--- config.mk ---
export PLATFORM = sky130hd
export DESIGN_NAME = rv_ctl_mc
export DESIGN_NICKNAME = d
export VERILOG_FILES = /design/src/rtl/rv_ctl_mc.sv
export SDC_FILE = /design/constraint.sdc
export NUM_CORES = 1
export LEC_CHECK = 0
export CAP_MARGIN = 20
export CORE_UTILIZATION = 36
export DETAILED_ROUTE_END_ITERATION = 12
export GPL_ROUTABILITY_DRIVEN = 0
export PLACE_DENSITY = 0.77
export SLEW_MARGIN = 20
export SYNTH_ARGS = -nofsm -noshare
export SYNTH_HDL_FRONTEND = slang
export SYNTH_SLANG_ARGS = --single-unit
--- constraint.sdc ---
create_clock -name clk -period 2.26 [get_ports clk]
set_clock_uncertainty 0.1 [all_clocks]
set_input_delay 0.339 -clock clk [delete_from_list [all_inputs] [get_ports clk]]
set_output_delay 0.339 -clock clk [all_outputs]
set_load 0.1 [all_outputs]
--- src/rtl/rv_ctl_mc.sv ---
// Multicycle RV32I control FSM: req/ready memory handshake, bounded timeout, sticky trap.
// Define RV_CTL_MC_PERF_EN to add the cycle_cnt/instret_cnt performance counters.
module rv_ctl_mc #(
  parameter int unsigned MEM_TIMEOUT = 16,
  parameter int unsigned TO_W        = 5,
  parameter int unsigned ALUSEL_W    = 4
) (
  input  logic                clk,
  input  logic                rst,
  input  logic [31:0]         instr,
  input  logic                zero,
  input  logic                lt,
  input  logic                ltu,
  output logic                mem_req,
  output logic                mem_we,
  input  logic                mem_ready,
  output logic                pcsourse,
  output logic                pcwrite,
  output logic                pccen,
  output logic                irwrite,
  output logic                mdrwrite,
  output logic [1:0]          wbsel,
  output logic                regwen,
  output logic [2:0]          immsel,
  output logic                asel,
  output logic                bsel,
  output logic [ALUSEL_W-1:0] alusel,
  output logic                trap,
  output logic [1:0]          trap_cause
`ifdef RV_CTL_MC_PERF_EN
  ,
  output logic [31:0]         cycle_cnt,
  output logic [31:0]         instret_cnt
`endif
);

  localparam logic       PcInc    = 1'b0;
  localparam logic       PcAlu    = 1'b1;
  localparam logic [1:0] WbPc     = 2'd0;
  localparam logic [1:0] WbMdr    = 2'd1;
  localparam logic [1:0] WbAluOut = 2'd2;
  localparam logic [1:0] WbImm    = 2'd3;
  localparam logic [2:0] ImmI     = 3'd0;
  localparam logic [2:0] ImmS     = 3'd1;
  localparam logic [2:0] ImmB     = 3'd2;
  localparam logic [2:0] ImmJ     = 3'd3;
  localparam logic [2:0] ImmU     = 3'd4;
  localparam logic       AluaReg  = 1'b0;
  localparam logic       AluaPcc  = 1'b1;
  localparam logic       AlubReg  = 1'b0;
  localparam logic       AlubImm  = 1'b1;
  localparam logic [ALUSEL_W-1:0] AluAdd = '0;
  localparam logic [ALUSEL_W-1:0] AluSub = ALUSEL_W'(1);

  localparam logic [6:0] OpcLoad   = 7'b0000011;
  localparam logic [6:0] OpcStore  = 7'b0100011;
  localparam logic [6:0] OpcOp     = 7'b0110011;
  localparam logic [6:0] OpcOpImm  = 7'b0010011;
  localparam logic [6:0] OpcBranch = 7'b1100011;
  localparam logic [6:0] OpcJal    = 7'b1101111;
  localparam logic [6:0] OpcJalr   = 7'b1100111;
  localparam logic [6:0] OpcLui    = 7'b0110111;
  localparam logic [6:0] OpcAuipc  = 7'b0010111;

  typedef enum logic [3:0] {
    StFetch, StDecode, StAddr, StLdMem, StLdWb, StStMem, StAluExec,
    StAluWb, StBrExec, StJalExec, StJalrExec, StUiWb, StTrap
  } state_e;

  state_e          state_q, state_d;
  logic [TO_W-1:0] cnt_q, cnt_d;
  logic [1:0]      cause_q, cause_d;

  logic [6:0] opcode;
  logic [2:0] funct3;
  logic       waiting, timeout_hit, br_taken;
  logic       unused_instr;

  assign opcode       = instr[6:0];
  assign funct3       = instr[14:12];
  assign unused_instr = ^{instr[31], instr[29:15], instr[11:7]};

  assign waiting     = (state_q == StFetch) || (state_q == StLdMem) || (state_q == StStMem);
  // mem_ready on the limit cycle still completes the access.
  assign timeout_hit = waiting && !mem_ready && (cnt_q == TO_W'(MEM_TIMEOUT - 1));

  always_comb begin
    br_taken = 1'b0;
    case (funct3)
      3'b000:  br_taken = zero;
      3'b001:  br_taken = !zero;
      3'b100:  br_taken = lt;
      3'b101:  br_taken = !lt;
      3'b110:  br_taken = ltu;
      3'b111:  br_taken = !ltu;
      default: br_taken = 1'b0;
    endcase
  end

  always_comb begin
    state_d = state_q;
    cause_d = cause_q;
    unique case (state_q)
      StFetch: begin
        if (mem_ready)        state_d = StDecode;
        else if (timeout_hit) begin state_d = StTrap; cause_d = 2'd2; end
      end
      StDecode: begin
        case (opcode)
          OpcLoad, OpcStore:    state_d = StAddr;
          OpcOp, OpcOpImm:      state_d = StAluExec;
          OpcBranch:            state_d = StBrExec;
          OpcJal:               state_d = StJalExec;
          OpcJalr:              state_d = StJalrExec;
          OpcLui, OpcAuipc:     state_d = StUiWb;
          default: begin state_d = StTrap; cause_d = 2'd1; end
        endcase
      end
      StAddr:    state_d = opcode[5] ? StStMem : StLdMem;
      StLdMem: begin
        if (mem_ready)        state_d = StLdWb;
        else if (timeout_hit) begin state_d = StTrap; cause_d = 2'd3; end
      end
      StStMem: begin
        if (mem_ready)        state_d = StFetch;
        else if (timeout_hit) begin state_d = StTrap; cause_d = 2'd3; end
      end
      StAluExec: state_d = StAluWb;
      StBrExec: begin
        if (funct3[2:1] == 2'b01) begin state_d = StTrap; cause_d = 2'd1; end
        else                      state_d = StFetch;
      end
      StLdWb, StAluWb, StJalExec, StJalrExec, StUiWb: state_d = StFetch;
      StTrap:    state_d = StTrap;
      default:   state_d = StFetch;
    endcase
    // Staying in a wait state only happens without mem_ready; any move clears the count.
    cnt_d = (waiting && state_d == state_q) ? cnt_q + TO_W'(1) : '0;
  end

  always_ff @(posedge clk or posedge rst) begin
    if (rst) begin
      state_q <= StFetch;
      cnt_q   <= '0;
      cause_q <= 2'd0;
    end else begin
      state_q <= state_d;
      cnt_q   <= cnt_d;
      cause_q <= cause_d;
    end
  end

  always_comb begin
    mem_req  = 1'b0;
    mem_we   = 1'b0;
    pcsourse = PcInc;
    pcwrite  = 1'b0;
    pccen    = 1'b0;
    irwrite  = 1'b0;
    mdrwrite = 1'b0;
    wbsel    = WbPc;
    regwen   = 1'b0;
    immsel   = ImmB;
    asel     = AluaReg;
    bsel     = AlubReg;
    alusel   = AluAdd;
    // Reset gates every strobe so an aborted access drops mem_req at once.
    if (!rst) begin
      unique case (state_q)
        StFetch: begin
          mem_req = 1'b1;
          irwrite = mem_ready;
          pccen   = mem_ready;
          pcwrite = mem_ready;
        end
        StDecode: begin asel = AluaPcc; bsel = AlubImm; end
        StAddr: begin
          bsel   = AlubImm;
          immsel = opcode[5] ? ImmS : ImmI;
        end
        StLdMem: begin mem_req = 1'b1; mdrwrite = mem_ready; end
        StLdWb:  begin wbsel = WbMdr; regwen = 1'b1; end
        StStMem: begin mem_req = 1'b1; mem_we = 1'b1; end
        StAluExec: begin
          if (!opcode[5]) begin bsel = AlubImm; immsel = ImmI; end
          alusel = ALUSEL_W'({funct3, instr[30] & (opcode[5] | (funct3 == 3'b101))});
        end
        StAluWb: begin wbsel = WbAluOut; regwen = 1'b1; end
        StBrExec: begin alusel = AluSub; pcsourse = PcAlu; pcwrite = br_taken; end
        StJalExec: begin
          asel = AluaPcc; bsel = AlubImm; immsel = ImmJ;
          pcsourse = PcAlu; pcwrite = 1'b1; regwen = 1'b1; wbsel = WbPc;
        end
        StJalrExec: begin
          bsel = AlubImm; immsel = ImmI;
          pcsourse = PcAlu; pcwrite = 1'b1; regwen = 1'b1; wbsel = WbPc;
        end
        StUiWb: begin
          regwen = 1'b1;
          immsel = ImmU;
          if (opcode[5]) begin
            wbsel = WbImm;
          end else begin
            asel = AluaPcc; bsel = AlubImm; wbsel = WbAluOut;
          end
        end
        default: ;
      endcase
    end
  end

  assign trap       = (state_q == StTrap);
  assign trap_cause = cause_q;

`ifdef RV_CTL_MC_PERF_EN
  logic [31:0] cycle_q, cycle_d, instret_q, instret_d;

  always_comb begin
    cycle_d   = cycle_q + 32'(state_q != StTrap);
    instret_d = instret_q + 32'(state_d == StFetch && state_q != StFetch);
  end

  always_ff @(posedge clk or posedge rst) begin
    if (rst) begin
      cycle_q   <= '0;
      instret_q <= '0;
    end else begin
      cycle_q   <= cycle_d;
      instret_q <= instret_d;
    end
  end

  assign cycle_cnt   = cycle_q;
  assign instret_cnt = instret_q;
`endif

endmodule

======== Word level (Yosys, flattened, before mapping) ========
Cells that the tools add are included.
storage, ports and cells
  bits in latches ......................... 0
  bits in read-only memories .............. 0
  memories ................................ 0
  RAM bits ................................ 0
  output and inout bits ................... 22
  bits in registers ....................... 11
  logic and storage cells ................. 111
  bits of input ports ..................... 38
cells by class
  bitwise gates (word level) .............. 2
  shift operators ......................... 0
  $mul .................................... 0
  eq/ne operators ......................... 35
  $lt $le $gt $ge ......................... 0
  multiplexer cells ....................... 45
  add/subtract/negate cells ............... 1
  divide/modulo/power cells ............... 0
  reduce and logical (&&, ||, !) cells .... 25
operators with widths
  cell                                                  number
  one-hot mux 4 bit (8 select lines)                    1
  two-way mux 4 bit                                     6
  one-hot mux 4 bit (6 select lines)                    1
  equality test 7 x 6 -> 1 bit (second input constant)  3
  equality test 7 bit (second input constant)           3
  equality test 4 bit (second input constant)           5
  two-way mux 1 bit                                     18
  equality test 4 x 3 -> 1 bit (second input constant)  4
  two-way mux 2 bit                                     8
  one-hot mux 3 bit (5 select lines)                    1
  equality test 7 x 5 -> 1 bit (second input constant)  2
  OR reduction 2 bit                                    7
  equality test 3 bit (second input constant)           4
  != test 2 bit (second input constant)                 5
  OR reduction 9 bit                                    1
  equality test 4 x 2 -> 1 bit (second input constant)  2
  one-hot mux 2 bit (4 select lines)                    1
  one-hot mux 4 bit (2 select lines)                    1
  equality test 7 x 2 -> 1 bit (second input constant)  1
  AND reduction 7 bit                                   1
  two-way mux 3 bit                                     2
  one-hot mux 1 bit (6 select lines)                    1
  one-hot mux 2 bit (3 select lines)                    1
  OR reduction 3 bit                                    2
  other kinds (20)                                      27

======== Logic depth before layout (Yosys ltp) ========
Gate-level depths: netlist (run 1).
  depth in word-level cells ............... 11
  depth in mapped cells ................... 7
  gate-level depth less buffers ........... 7

======== Worst setup path before layout (run 1) ========
Ideal clock, no wire load.
  path kind ............................... register to output
  start ................................... reg state_q[0]
  end ..................................... out mdrwrite
  buffers on the path ..................... 2
  cell stages (with the launch flop) ...... 5
  required time ........................... 1.821 ns
  setup slack ............................. -2.009 ns
  arrival time ............................ 3.830 ns
  path through ............................ dfrtp_1 buf_2 buf_1 nand2_1 nor4_1
between the ends
  word-level cells in the longest chain between the ends .. 3
ends and longest elaborated chain
  element                       line  source
  start, declared               70    state_e state_q, state_d;
  start signal, assigned        143   state_q <= StFetch;
  start signal, assigned        147   state_q <= state_d;
  equality test 4 x 2 -> 1 bit  169   unique case (state_q)
  two-way mux 1 bit             169
  two-way mux 1 bit             168   if (!rst) begin
  end, declared                 21    output logic mdrwrite,
No other way between the ends.

======== Final worst setup path (run 1) ========
  start ................................... reg cnt_q[0]
  end ..................................... reg state_q[1]
between the ends
  word-level cells in the longest chain between the ends .. 5
  elaborated cells on any way between the ends .. 7
  classes of those cells .................. 1 x eq/ne; 5 x mux; 1 x reduce/logical
ends and longest elaborated chain
  element                                      line           source
  start, declared                              71             logic [TO_W-1:0] cnt_q, cnt_d;
  start signal, assigned                       148            cnt_q <= cnt_d;
  equality test 5 x 4 -> 1 bit *               85             assign timeout_hit = waiting && !mem_ready && (cnt_q == TO_W'(MEM_TIMEOUT - 1));
  logical AND 1 bit *                          85
  two-way mux 4 bit *                          106, 122, 126
  two-way mux 4 bit, on equally long branches  125, 105, 121
  one-hot mux 4 bit (8 select lines) *         103            unique case (state_q)
  net state_d[1]                               70
The timed path passes the listed nets; every way through them passes the cells marked *.
A chain may end at the register's enable or synchronous reset.

==> results of run 1 <==
layer usage:
layer / part of all wire / up-vias / GRT usage
met5: 0 / - / 0
met4: 0.015 / 0 / 0.0612
met3: 0.041 / 12 / 0.0484
met2: 0.53 / 45 / 0.389
met1: 0.41 / 654 / 0.249
li1: - / 663 / -
worst paths after layout:
path	from	endpoint	slack, ns	depth (start not counted)
max in group asynchronous	rst	state_q[1]	1.32	4
hold reg to reg	trap_cause[1]	trap_cause[1]	0.41	1
setup / recovery	cnt_q[0]	state_q[1]	0.07	7
hold / removal	trap_cause[1]	trap_cause[1]	0.41	1
setup reg to reg	cnt_q[0]	state_q[1]	0.07	7
min in group asynchronous	rst	state_q[2]	0.57	4
power by group through the flow:
stage	combinational, mW	sequential (mW)	clock (mW)
floorplan	0.0335	0.201	0
global placement	0.0785	0.201	0
detailed placement	0.0827	0.201	0
CTS	0.0818	0.197	0.135
global route	0.0887	0.197	0.148
finish	0.0812	0.197	0.130
synthesized netlist by cell type, types with 2 or more instances:
master,instances,area share
nor2_1,15,0.049
dfrtp_1,11,0.24
nand2_1,10,0.033
inv_1,9,0.030
nand2b_1,9,0.049
a21oi_1,7,0.031
nor3_1,6,0.026
and2_1,5,0.027
nand3_1,5,0.022
nor2b_1,5,0.027
o21ai_0,5,0.022
buf_2,4,0.018
clkbuf_1,4,0.013
a21o_1,3,0.020
a22o_1,3,0.023
and3_1,3,0.016
mux2i_1,3,0.026
nand4_1,3,0.016
xnor2_1,3,0.023
a2111o_1,2,0.020
a211oi_1,2,0.013
a22oi_1,2,0.013
buf_4,2,0.013
ha_1,2,0.022
mux2_2,2,0.020
nor4_1,2,0.011
o2111ai_1,2,0.015
o22ai_1,2,0.011
per-stage QoR:
step                power (mW)  setup TNS, ns   util
floorplan                0.234         -0.164      -
global placement         0.279        -0.0586  0.650
detailed placement       0.283         -0.145  0.650
CTS                      0.414              0  0.659
global route             0.433              0  0.680
finish                   0.408              0  0.680
repair_timing:
action / 4_1_cts / 5_1_grt
pin swaps: 0 / 3
setup buffers: 0 / 6
setup endpoints to repair: 7 / 10
gates resized for setup: 5 / 7
cell usage in the layout, fill, tap and decap left out, types with 4 or more instances in the layout:
cell             count
a21oi_1              4
and2_1               5
buf_12              20
buf_4               26
clkdlybuf4s50_1     13
dfrtp_1              8
inv_1                7
nand2_1             10
nand2b_1             9
nand3_1              5
nor2_1              12
o21ai_0              4
registers in the layout, indices dropped and copies added (netlist names):
| register | flops |
|---|---|
| trap_cause | 2 |
| cnt_q | 5 |
| state_q | 4 |
cells by family after synthesis:
logic type                 share of synthesized area
muxes                                         0.0460
DFF                                            0.241
adders and majority gates                     0.0219
buffers and inverters                         0.0767
and+or+nand+nor                                0.325
AOI/OAI and AO/OA                              0.258
xor gates and xnor gates                      0.0307
area by class of cell:
cell class / instances / area, um2
fill: 225 / 970
inverter: 9 / 37.5
multi-input combinational: 120 / 905
clock buffer: 4 / 26.3
tap: 44 / 55.1
sequential: 11 / 279
timing repair buffer: 62 / 756
critical path: cells and delay by family, from the launching register on:
kind / cells / cell delay, ns
AOI/OAI and AO/OA: 3 / 0.68
and+or+nand+nor: 2 / 0.50
adders and majority gates: 2 / 0.46
DFF: 1 / 0.40
==> run metrics, run 1 <==
Power Dens Cells 198 nW/um2; Inserted Diodes 0; Reg clk slew, reported paths 0.07 ns; share of cells above drive strength 1 0.369; sequential share of the synthesized area 0.241; largest net degree at the start of global routing 14; Final nets 247; final WL 3.47 mm; Netlist Area Pre-Place 1140 um2; Net Switching 101 uW; Avg Vias per Cell 5.50; Seq pwr share 0.482; hold_buf cts 0; chip height 58.3 um; DIE AREA 3400 um2; Starting Density 0.377; Post-synth EDFFs 0; initial antenna violation count 0; clock root cell clkbuf_4; Design Area, Final 2060 um2; Area Growth Syn to Fin 80.2%; Tmin final 2.19 ns; Mapped Nets 191; register bit total from synthesis 11; Worst-Margin Slew 0.406 ns; later-pin clock latency in the skew report 0.26 ns; Inst Count DP 240; CP required 2.35 ns; Final Max Tran Viols 0; via count 1374; Critical-path top delay cell dfrtp_1; Clock Power Share 0.319; CTS tree built; maximum VDD drop 0.308 mV; Max Fclk 456 MHz; Hold Path Class register to register; Crit Path Class register to register; Slew HR 0.728; Final Worst Setup Slack 0.0658 ns; placed inst area 1970 um2; Top FF cell, synth dfrtp_1; gr ovfl total 0; CTS max path bufs 2; Std-Cell Core Area 3030 um2; DRC 0; Crit path top cell by count ha_1; Pint 307 uW; max incr delay on CP 0.40 ns; vias in the first global route 1322; Num CTS Buffers 3; port bufs 38; startpoint types register; static leakage 0.840 nW; RSZ-0062 raised after global routing false; DR pass1 iterations 4; DP HPWL 2.79 mm; GRT Overall Usage 0.213; Final ANT Viol Nets 0; I/O pin total 60; Comb pwr share 0.199; crit path DAT 2.29 ns; Final Hold Fails 0; Rows 20; crit-path cells ha_1 -> and3_1 -> ha_1 -> or2_2 -> a2111o_1 -> o31ai_1 -> a22o_1; worst hold slack 0.411 ns; Final setup viols 0; post-placement setup slack -0.145 ns; fin cells 250; first-pass GRT wire length 5.63 mm; fraction of the cycle the final worst path needs 0.971; H-Tree Depth 1; max-cap viol count 0; Clock Sink Count 11; outcome finished, final reports clean; 1st-iter DRT viols 43; Yosys cell types 48; synth warn 0; CP Capture Type register; mean post-synth cell area 7.57 um2; Horiz. Die Dim 58.3 um; Syn Inst Count 151; drt wl/cell 13.9 um; sw frac 0.247; ys async rst share 1.00; CP Max Fanout 5
Power figures use the tool's default switching activity.
==> inputs of run 2 (changes only) <==
Settings changed: REMOVE_ABC_BUFFERS set to 1, SETUP_SLACK_MARGIN set to 0.02.
==> run metrics, run 2 (synthesis results as in run 1) <==
later-pin clock latency in the skew report 0.28 ns; Final Hold Fails 0; Net Switching 108 uW; max-cap viol count 0; Final setup viols 0; port bufs 38; outcome finished, final reports clean; 1st-iter DRT viols 48; Final Max Tran Viols 0; CP Capture Type output pin; Clock Sink Count 11; Critical Path Sink regwen; final WL 3.79 mm; drt wl/cell 15.0 um; share of cells above drive strength 1 0.356; DR pass1 iterations 4; Tmin final 2.19 ns; Area Growth Syn to Fin 77.3%; hold_buf cts 0; filler instances 228; worst hold slack 0.368 ns; Design Area, Final 2030 um2; commonest non-fill, non-tap cell in the layout buf_4; Clock Power Share 0.332; Critical R2R Launch cnt_q[0]; crit path DAT 1.75 ns; first-pass GRT wire length 5.73 mm; largest reg by FF count cnt_q; CTS max path bufs 2; FF/Latch Area 280 um2; vias in the first global route 1333; RSZ-0062 raised after global routing true; DIE AREA 3400 um2; Pint 304 uW; Reg clk slew, reported paths 0.07 ns; Power Dens Cells 204 nW/um2; DP HPWL 2.79 mm; CTS tree built; Std-Cell Core Area 3030 um2; via count 1432; maximum VDD drop 0.152 mV; Inserted Diodes 0; Rows 20; Seq pwr share 0.477; Critical-path top delay cell dfrtp_2; most frequent cells in the layout buf_4, buf_12, nor2_1, clkdlybuf4s50_1, nand2_1; gr ovfl total 0; Final nets 249; CP Max Fanout 15; r2r endpoint trap_cause[0]; Largest register FFs 5; max incr delay on CP 0.49 ns; area of the multi-input gates 850 um2; largest net degree at the start of global routing 16; Hold Path Class register to register; sw frac 0.263; Worst-Margin Slew 0.402 ns; initial antenna violation count 0; crit path from state_q[1]; placed inst area 1860 um2; Final ANT Viol Nets 0; Avg Vias per Cell 5.68; Final Worst Setup Slack 0.0742 ns; cells on worst reg2reg path 7; chip height 58.3 um; post-placement setup slack -0.0615 ns; Max Fclk 457 MHz; reg-to-reg slack, setup 0.11 ns; GRT Overall Usage 0.218; clock root cell clkbuf_4; crit-path cells buf_6 -> nor2_2 -> nand2_1 -> a31oi_1 -> buf_12; H-Tree Depth 1; I/O pin total 60; Horiz. Die Dim 58.3 um; fraction of the cycle the final worst path needs 0.967; CP required 1.82 ns; Crit Path Class register to output pin; Starting Density 0.377; Num CTS Buffers 3; Slew HR 0.729; Comb pwr share 0.191; static leakage 0.847 nW; startpoint types register; DRC 0
==> run 2: power groups by stage <==
stage                     clock network (mW)  logic, mW  registers, mW
after floorplan                            0     0.0247          0.201
after global placement                     0     0.0742          0.201
after detailed placement                   0     0.0783          0.201
after CTS                              0.145     0.0773          0.197
after global routing                   0.152     0.0836          0.197
final                                  0.137     0.0790          0.197
==> run 2: per-layer routing <==
metal  vias to the layer above  GRT usage  wire (um)
li1                        663          -          -
met2                        70      0.368       1910
met3                        12     0.0505        261
met5                         -          0          0
met1                       687      0.264       1550
met4                         0      0.102         74
==> run 2: what timing repair did <==
item | CTS | global route
buffers inserted | 0 | 7
endpoints found under the setup margin | 11 | 22
resized for setup | 8 | 18
pin swaps | 2 | 2
==> run 2: worst min path at each step <==
stage | start | to | slack [ns] | cells past startpoint
final | cnt_q[0] | cnt_q[0] | 0.37 | 1
after global routing | cnt_q[0] | cnt_q[0] | 0.41 | 1
after CTS | cnt_q[0] | cnt_q[0] | 0.37 | 1
after detailed placement | cnt_q[0] | cnt_q[0] | 0.36 | 1
after global placement | cnt_q[0] | cnt_q[0] | 0.34 | 1
after floorplan | rst | cnt_q[0] | 0.11 | 1
==> run 2: cell type report <==
| cell class | instances | area share |
|---|---|---|
| inverters | 9 | 0.0167 |
| multi-input cells | 120 | 0.419 |
| well taps | 44 | 0.0272 |
| clock inverters | 1 | 0.00247 |
| flip-flops and latches | 11 | 0.138 |
| repair buffers | 64 | 0.385 |
| clock buffers | 3 | 0.0111 |
==> run 2: through the flow <==
stage          TNS (ns)  instances  total power [mW]   util
6_report              0        252             0.413  0.669
5_1_grt         -0.0424        252             0.432  0.669
4_1_cts               0        245             0.418  0.629
3_5_place_dp    -0.0615        241             0.279  0.615
3_3_place_gp    -0.0604        241             0.275  0.615
2_1_floorplan    -13.42        140             0.225      -
==> run 2: critical path, delay by kind of cell (launching register included) <==
family / cells / cell delay [ns]
compound gates: 1 / 0.28
flops: 1 / 0.49
buf+inv: 2 / 0.40
simple gates: 2 / 0.29
==> inputs of run 3 (changes only) <==
Settings changed: PLACE_DENSITY 0.77 to 0.88.
==> run metrics, run 3 (synthesis results as in run 1) <==
outcome finished, final reports clean; Avg Vias per Cell 5.36; GRT Overall Usage 0.192; Worst-Margin Slew 0.357 ns; crit path DAT 1.77 ns; DRC 0; DR pass1 iterations 4; post-placement setup slack -0.104 ns; Hold Path Class register to register; later-pin clock latency in the skew report 0.26 ns; Rows 20; clock root cell clkbuf_4; initial antenna violation count 0; DP HPWL 2.59 mm; H-Tree Depth 1; fin cells 253; sw frac 0.238; Slew HR 0.759; RSZ-0062 raised after global routing true; Critical Path Sink regwen; Std-Cell Core Area 3030 um2; 1st-iter DRT viols 49; DIE AREA 3400 um2; most frequent cells in the layout buf_4, buf_12, nor2_1, clkdlybuf4s50_1, nand2_1; Num CTS Buffers 3; share of cells above drive strength 1 0.354; startpoint types register; Starting Density 0.377; Final Max Tran Viols 0; CP Max Fanout 14; gr ovfl total 0; Critical R2R Launch cnt_q[0]; Pint 308 uW; CTS tree built; Pwr Total 404 uW; Horiz. Die Dim 58.3 um; CTS max path bufs 2; placed inst area 1880 um2; max-cap viol count 0; Clock Sink Count 11; Clock Power Share 0.318; largest reg by FF count cnt_q; chip height 58.3 um; Power Dens Cells 201 nW/um2; crit path from state_q[1]; Tmin final 2.21 ns; port bufs 38; maximum VDD drop 0.172 mV; setup TNS 0 ns; fraction of the cycle the final worst path needs 0.977; largest net degree at the start of global routing 16; Area Growth Syn to Fin 76.1%; final WL 3.45 mm; commonest non-fill, non-tap cell in the layout buf_4; Final setup viols 0; first-pass GRT wire length 5.22 mm; Largest register FFs 5; Final Hold Fails 0; Comb pwr share 0.195; Final nets 250; reg-to-reg slack, setup 0.15 ns; Net Switching 96.3 uW; I/O pin total 60; r2r endpoint trap_cause[0]; drt wl/cell 13.6 um; Final Worst Setup Slack 0.0511 ns; Reg clk slew, reported paths 0.07 ns; static leakage 0.844 nW; Crit Path Class register to output pin; cells on worst reg2reg path 7; CP required 1.82 ns; Max Fclk 453 MHz; CP Capture Type output pin; vias in the first global route 1208; Inserted Diodes 0; Inst Count DP 243; Final ANT Viol Nets 0; Design Area, Final 2010 um2; via count 1355; Seq pwr share 0.487
## run 3: metal layers
metal,vias to the layer above,global-route usage,part of all wire
met1,632,0.273,0.42
met3,0,0.00879,0.069
met4,0,0.0340,0
met2,56,0.330,0.51
li1,667,-,-
met5,-,0,0
## run 3: worst min-delay path by stage
stage	start	end	slack [ns]	depth (start not counted)
floorplan	rst	cnt_q[0]	0.11	1
global placement	cnt_q[0]	cnt_q[0]	0.35	1
detailed placement	cnt_q[0]	cnt_q[0]	0.36	1
CTS	cnt_q[0]	cnt_q[0]	0.37	1
global route	trap_cause[1]	trap_cause[1]	0.46	1
finish	trap_cause[1]	trap_cause[1]	0.45	1
## run 3: what timing repair did
| item | CTS | global route |
|---|---|---|
| setup endpoints to repair | 11 | 19 |
| hold buffers | 0 | 0 |
| pin swaps | 1 | 4 |
| resized for setup | 7 | 17 |
| setup buffers | 0 | 6 |
| hold endpoints to repair | 0 | 0 |
## run 3: final cells by class
class	count	area, um2
clock buffers	4	26.3
fillers	230	1020
inverters	9	33.8
multi-input cells	120	833
flip-flops and latches	11	280
well taps	44	55.1
repair buffers	65	783
## run 3: stage by stage
step,util,hold slack (ns)
6_report,0.664,0.453
3_5_place_dp,0.620,0.362
3_3_place_gp,0.620,0.348
5_1_grt,0.664,0.461
4_1_cts,0.630,0.372
2_1_floorplan,-,0.110
## run 3: power by group through the flow
| stage | registers [mW] | clock network, mW | logic (mW) |
|---|---|---|---|
| final | 0.197 | 0.129 | 0.0787 |
| after global routing | 0.197 | 0.140 | 0.0855 |
| after CTS | 0.197 | 0.131 | 0.0778 |
| after detailed placement | 0.201 | 0 | 0.0789 |
| after global placement | 0.201 | 0 | 0.0764 |
| after floorplan | 0.201 | 0 | 0.0247 |
## run 3: critical path, cell delays in order, from the launching register on
cell,delay (ns)
dfrtp_2,0.51
buf_4,0.22
nor2_2,0.19
nand2_1,0.12
a31oi_1,0.25
buf_12,0.22
